[src/rtl/demux_scan_sequencer_pkg.sv]
// demux_scan_sequencer_pkg: shared channel constants and FSM state encoding for the demux scan sequencer
package demux_scan_sequencer_pkg;
  localparam int DEMUX_CH = 16;
  localparam int DEMUX_SEL_W = 4;
  typedef enum logic {ST_IDLE = 1'b0, ST_SCAN = 1'b1} state_t;
endpackage

[src/rtl/demux_scan_sequencer_lowest_set_16.sv]
// lowest_set_16: 16-bit lowest-set-bit priority encoder (idx of lowest 1, any = nonzero)
module lowest_set_16
  import demux_scan_sequencer_pkg::*;
(
  input  logic [DEMUX_CH-1:0]    v,
  output logic [DEMUX_SEL_W-1:0] idx,
  output logic                   any
);
  always_comb begin
    idx = '0;
    for (int i = DEMUX_CH - 1; i >= 0; i--) idx = v[i] ? i[DEMUX_SEL_W-1:0] : idx;
  end
  assign any = |v;
endmodule

[src/rtl/demux_scan_sequencer.sv]
// demux_scan_sequencer: walks masked channels lowest-first, holding each dwell+1 cycles on the demux select/enable/data
module demux_scan_sequencer
  import demux_scan_sequencer_pkg::*;
#(
  parameter int DWELL_W = 4
) (
  input  logic                   clk,
  input  logic                   rst,
  input  logic                   in_valid,
  output logic                   in_ready,
  input  logic [DEMUX_CH-1:0]    in_data,
  input  logic [DEMUX_CH-1:0]    in_mask,
  input  logic [DWELL_W-1:0]     dwell,
  input  logic                   abort,
  output logic [DEMUX_SEL_W-1:0] sel,
  output logic                   enable,
  output logic                   demux_in,
  output logic                   busy,
  output logic                   done
);
  localparam logic [DWELL_W-1:0] ONE = 1;
  state_t                   state, state_n;
  logic [DEMUX_CH-1:0]      data_q, data_n, pending, pend_n, ch_bit;
  logic [DWELL_W-1:0]       dwell_q, dwell_n, cnt, cnt_n;
  logic [DEMUX_SEL_W-1:0]   ch, sel_n;
  logic                     pend_any, last, en_n, din_n, fin, fin_n;
  lowest_set_16 u_lsb (.v(pending), .idx(ch), .any(pend_any));
  assign ch_bit = DEMUX_CH'(1) << ch;
  assign last = pending == ch_bit;
  assign in_ready = state == ST_IDLE;
  always_comb begin
    state_n = state;
    data_n = data_q;
    pend_n = pending;
    dwell_n = dwell_q;
    cnt_n = cnt;
    sel_n = sel;
    en_n = 1'b0;
    din_n = 1'b0;
    fin_n = 1'b0;
    if (state == ST_IDLE) begin
      if (in_valid) begin
        data_n = in_data;
        pend_n = in_mask;
        dwell_n = dwell;
        cnt_n = dwell;
        state_n = |in_mask ? ST_SCAN : ST_IDLE;
        fin_n = ~|in_mask;
      end
    end else if (abort || !pend_any) begin
      state_n = ST_IDLE;
      pend_n = '0;
    end else begin
      sel_n = ch;
      en_n = 1'b1;
      din_n = data_q[ch];
      cnt_n = cnt - ONE;
      if (cnt == '0) begin
        pend_n = pending & ~ch_bit;
        cnt_n = dwell_q;
        state_n = last ? ST_IDLE : ST_SCAN;
        fin_n = last;
      end
    end
  end
  always_ff @(posedge clk or posedge rst) begin
    if (rst) begin
      state <= ST_IDLE;
      data_q <= '0;
      pending <= '0;
      dwell_q <= '0;
      cnt <= '0;
      fin <= 1'b0;
      sel <= '0;
      enable <= 1'b0;
      demux_in <= 1'b0;
      busy <= 1'b0;
      done <= 1'b0;
    end else begin
      state <= state_n;
      data_q <= data_n;
      pending <= pend_n;
      dwell_q <= dwell_n;
      cnt <= cnt_n;
      fin <= fin_n;
      sel <= sel_n;
      enable <= en_n;
      demux_in <= din_n;
      busy <= en_n;
      done <= fin;
    end
  end
endmodule
[config.mk]
export PLATFORM = sky130hd
export DESIGN_NAME = demux_scan_sequencer
export DESIGN_NICKNAME = d
export VERILOG_FILES = /design/src/rtl/demux_scan_sequencer_pkg.sv /design/src/rtl/demux_scan_sequencer_lowest_set_16.sv /design/src/rtl/demux_scan_sequencer.sv
export SDC_FILE = /design/constraint.sdc
export NUM_CORES = 1
export LEC_CHECK = 0
export BUFFER_PORTS_ARGS = -buffer_cell sky130_fd_sc_hd__buf_2
export CORE_UTILIZATION = 51
export CTS_CLUSTER_SIZE = 30
export DETAILED_ROUTE_END_ITERATION = 10
export PLACE_DENSITY = 0.73
export SETUP_SLACK_MARGIN = 0.05
export SLEW_MARGIN = 20
export SYNTH_ARGS = -nofsm -noshare
export SYNTH_HDL_FRONTEND = slang
export SYNTH_HIERARCHICAL = 1
export SYNTH_SLANG_ARGS = --single-unit
[constraint.sdc]
create_clock -name clk -period 3 [get_ports clk]
set_input_delay 0 -clock clk [delete_from_list [all_inputs] [get_ports clk]]
set_output_delay 0 -clock clk [all_outputs]
set_load 0.01 [all_outputs]
==> flow_summary_export.csv <==
group,metric,value,unit
timing,fmax,0.350,GHz
flow_run,drv_cap,0,
final_layout,finalNetCount,429,
worst_hold_path,hold_class,"in -> reg",
global_route,grt_max_degree,50,
clocking,cts_tree,"yes",
global_route,grt-ovfl-total,0,
logic_synthesis,synth_area,2850,µm²
logic_synthesis,synth_edf_count,0,
clocking,path_clk_slew,0.10,ns
logic_synthesis,synth_area_per_cell,9.34,µm²
worst_setup_path,cp.arrival,3.07,ns
timing,skew,0.00749,ns
floorplan,ios,49,
logic_synthesis,synth_xor_xnor_area_share,0,
worst_setup_path,path_max_fanout,5,
routing,drt-total-wl,6.87,mm
floorplan,rows,26,
logic_synthesis,synth_compound_area_frac,0.122,
final_layout,area_growth,22.2,%
final_layout,drive_gt1_frac,0.263,
power_and_ir_drop,clockPowerShare,0.150,
logic_synthesis,synthTopCellsByArea,"dfrtp_1 (43%), nand2_1 (12%), ha_1 (7.5%)",
worst_hold_path,hold_end,"pending[14]",
floorplan,initial_core_util,0.544,
clocking,cts.sinks,49,
clocking,root_buffer,"clkbuf_8",
clocking,cts_buffers,5,
clocking,clockBufferDepth,2,
power_and_ir_drop,seq_power_share,0.374,
power_and_ir_drop,peakVddDrop,492,µV
worst_hold_path,hp-start,"in_mask[14]",
worst_setup_path,rrSetupSlack,0.14,ns
worst_setup_path,worstReg2RegStart,"pending[4]",
routing,wl_per_cell,15.5,µm
placement,port_buffers,48,
routing,drc,0,
power_and_ir_drop,p_int,1.66,mW
final_layout,utilization,0.665,
logic_synthesis,synth_cell_types,45,
floorplan,dieArea,5890,µm²
floorplan,core_area,5240,µm²
worst_setup_path,crit_type,"reg -> reg",
worst_hold_path,whs_path_depth,3,
timing,setup_viol,0,
logic_synthesis,synth_fp_nets,362,
global_route,antenna_found_initial,0,
logic_synthesis,synth_top_family_by_area,"simple AND/OR/NAND/NOR gates",
placement,place_congestion,0.905,
logic_synthesis,synth-simple-area-share,0.229,
final_layout,n_fill_cell,424,
logic_synthesis,ys.warnings.count,6,
clocking,htree_levels,2,
logic_synthesis,netlist.top_cell.by_area,"dfrtp_1",
power_and_ir_drop,p_comb_frac,0.476,
routing,postRouteAntennaNets,0,
timing,slew_headroom,0.452,
worst_setup_path,crit_required,3.21,ns
timing,period_needed,2.86,ns
floorplan,die_w,76.7,µm
power_and_ir_drop,switching_power,1.20,mW
placement,dp_hpwl,4.59,mm
timing,tns,0,ns
status,status,"finished, final reports clean",
worst_setup_path,ff2ff_path_depth,10,
timing,worst_slack,0.141,ns
logic_synthesis,syn_inst,305,
logic_synthesis,async_flop_share,1.00,
clocking,post_cts_buffers,0,
logic_synthesis,synthAdderAreaFrac,0.0747,
placement,dp_slack,0.126,ns
power_and_ir_drop,p_leak,1.69,nW
timing,final-hold-violation-count,0,
global_route,gr-usage-all-layers,0.250,
timing,fin_crit_sh,0.953,
routing,first_pass_iters,4,
power_and_ir_drop,p_per_area,824,nW/µm²
logic_synthesis,synth_top_area_frac,0.430,
routing,num_vias,2487,
routing,viasPerCell,5.61,
global_route,grt_pass1_vias,2560,
logic_synthesis,yosys-top-cells-count,"nand2_1 (89), dfrtp_1 (49), a22o_1 (18)",
logic_synthesis,synthFlopType,"dfrtp_1",
logic_synthesis,ys_seq_area_frac,0.430,
logic_synthesis,ys_seq_elements,49,
worst_setup_path,worst_setup_path_start_kind,"flip-flop",
logic_synthesis,synth_mux_area_frac,0.0935,
timing,worst_pin_slew,0.821,ns
worst_setup_path,cp-end-kind,"flip-flop",
timing,rsz0062_at_grt,"no",
routing,dr.first_iter.drc_count,174,
clocking,clock_latency,0.31,ns
worst_setup_path,rr_endpoint,"state",
final_layout,diodes,0,
power_and_ir_drop,netSwitchingFraction,0.420,
timing,drv_slew,0,
floorplan,die_h,76.7,µm
global_route,grt_pass1_wl,11.5,mm
logic_synthesis,yosysMostFrequentCell,"nand2_1",
[logic make-up after synthesis]
family | count (synthesis)
AOI/OAI and AO/OA | 46
adders and majority gates | 17
buffers and inverters | 27
DFF | 49
muxes | 22
and+or+nand+nor | 144
[worst max-delay path, cell delays in order (launching register included)]
cell and delay, ns:
dfrtp_1 0.45, nor4_2 0.36, nand3_1 0.16, a31oi_1 0.25, nor2b_2 0.26, nand2_1 0.10, ha_1 0.30, and4_1 0.19
nand2_1 0.05, or4_1 0.44, a22o_1 0.20
[power by group through the flow]
stage          combinational (mW)  clock, mW  sequential, mW
6_report                     1.36      0.430            1.07
5_1_grt                      1.52      0.463            1.10
4_1_cts                      1.30      0.438            1.06
3_5_place_dp                 1.27          0            1.07
3_3_place_gp                 1.26          0            1.06
2_1_floorplan               0.958          0            1.03
[state kept, by name (all words and copies together), names as in the netlist]
| signal | cells |
|---|---|
| data_q | 16 |
| pending | 16 |
| cnt | 4 |
| dwell_q | 4 |
| sel | 4 |
| busy | 1 |
| demux_in | 1 |
| done | 1 |
| fin | 1 |
| state | 1 |
[through the flow]
step                      area [µm²]  hold WS, ns  total power [mW]  std cells
after floorplan                 2850        0.105              1.98        305
after global placement          3130        0.189              2.31        414
final                           3480       0.0446              2.87        443
after global routing            3480       0.0637              3.08        443
after detailed placement        3130        0.192              2.33        414
after CTS                       3450       0.0432              2.80        443
[area by class of cell]
type | count | area, µm² | share of cell area
sequential | 49 | 1230 | 0.352
multi-input combinational | 229 | 1520 | 0.436
clock buffer | 5 | 68.8 | 0.0198
inverter | 10 | 41.3 | 0.0119
clock inverter | 3 | 28.8 | 0.00827
tap | 70 | 87.6 | 0.0252
timing repair buffer | 77 | 510 | 0.147
[cell usage in the layout (no fill, tap or decap), types with 3 or more instances in the layout]
cell	count
mux2_2	16
ha_1	17
a21oi_1	5
mux2i_1	3
nand3_1	9
nor2_2	4
buf_2	48
a22o_1	18
nor2_1	12
nand2_1	89
buf_4	8
nand2b_1	5
dfrtp_1	49
o22ai_1	3
inv_1	7
o21ai_0	4
nor4_1	5
clkbuf_8	5
nand4_1	5
dlygate4sd3_1	21
[timing repair]
action / in CTS / in global routing
setup endpoints to repair: 1 / 2
hold endpoints to repair: 69 / 0
hold buffers: 21 / 0
resized for setup: 1 / 9
[layer usage]
metal	share of wire	up-vias	track usage	routed length (µm)
li1	-	1205	-	-
met1	0.43	1181	0.302	2990
met2	0.50	85	0.439	3460
met3	0.041	16	0.0369	281
met4	0.022	0	0.108	149
met5	0	-	0	0
[how the worst max path moves through the flow]
| stage | slack, ns | to | start | depth (start not counted) |
|---|---|---|---|---|
| finish | 0.14 | state | pending[4] | 10 |
| global route | 0.04 | state | pending[4] | 10 |
| CTS | 0.1 | state | pending[15] | 10 |
| detailed placement | 0.13 | state | pending[15] | 10 |
| global placement | 0.14 | state | pending[15] | 9 |
| floorplan | 0.19 | state | pending[14] | 12 |
No activity file was read; power rests on OpenSTA's default activity.
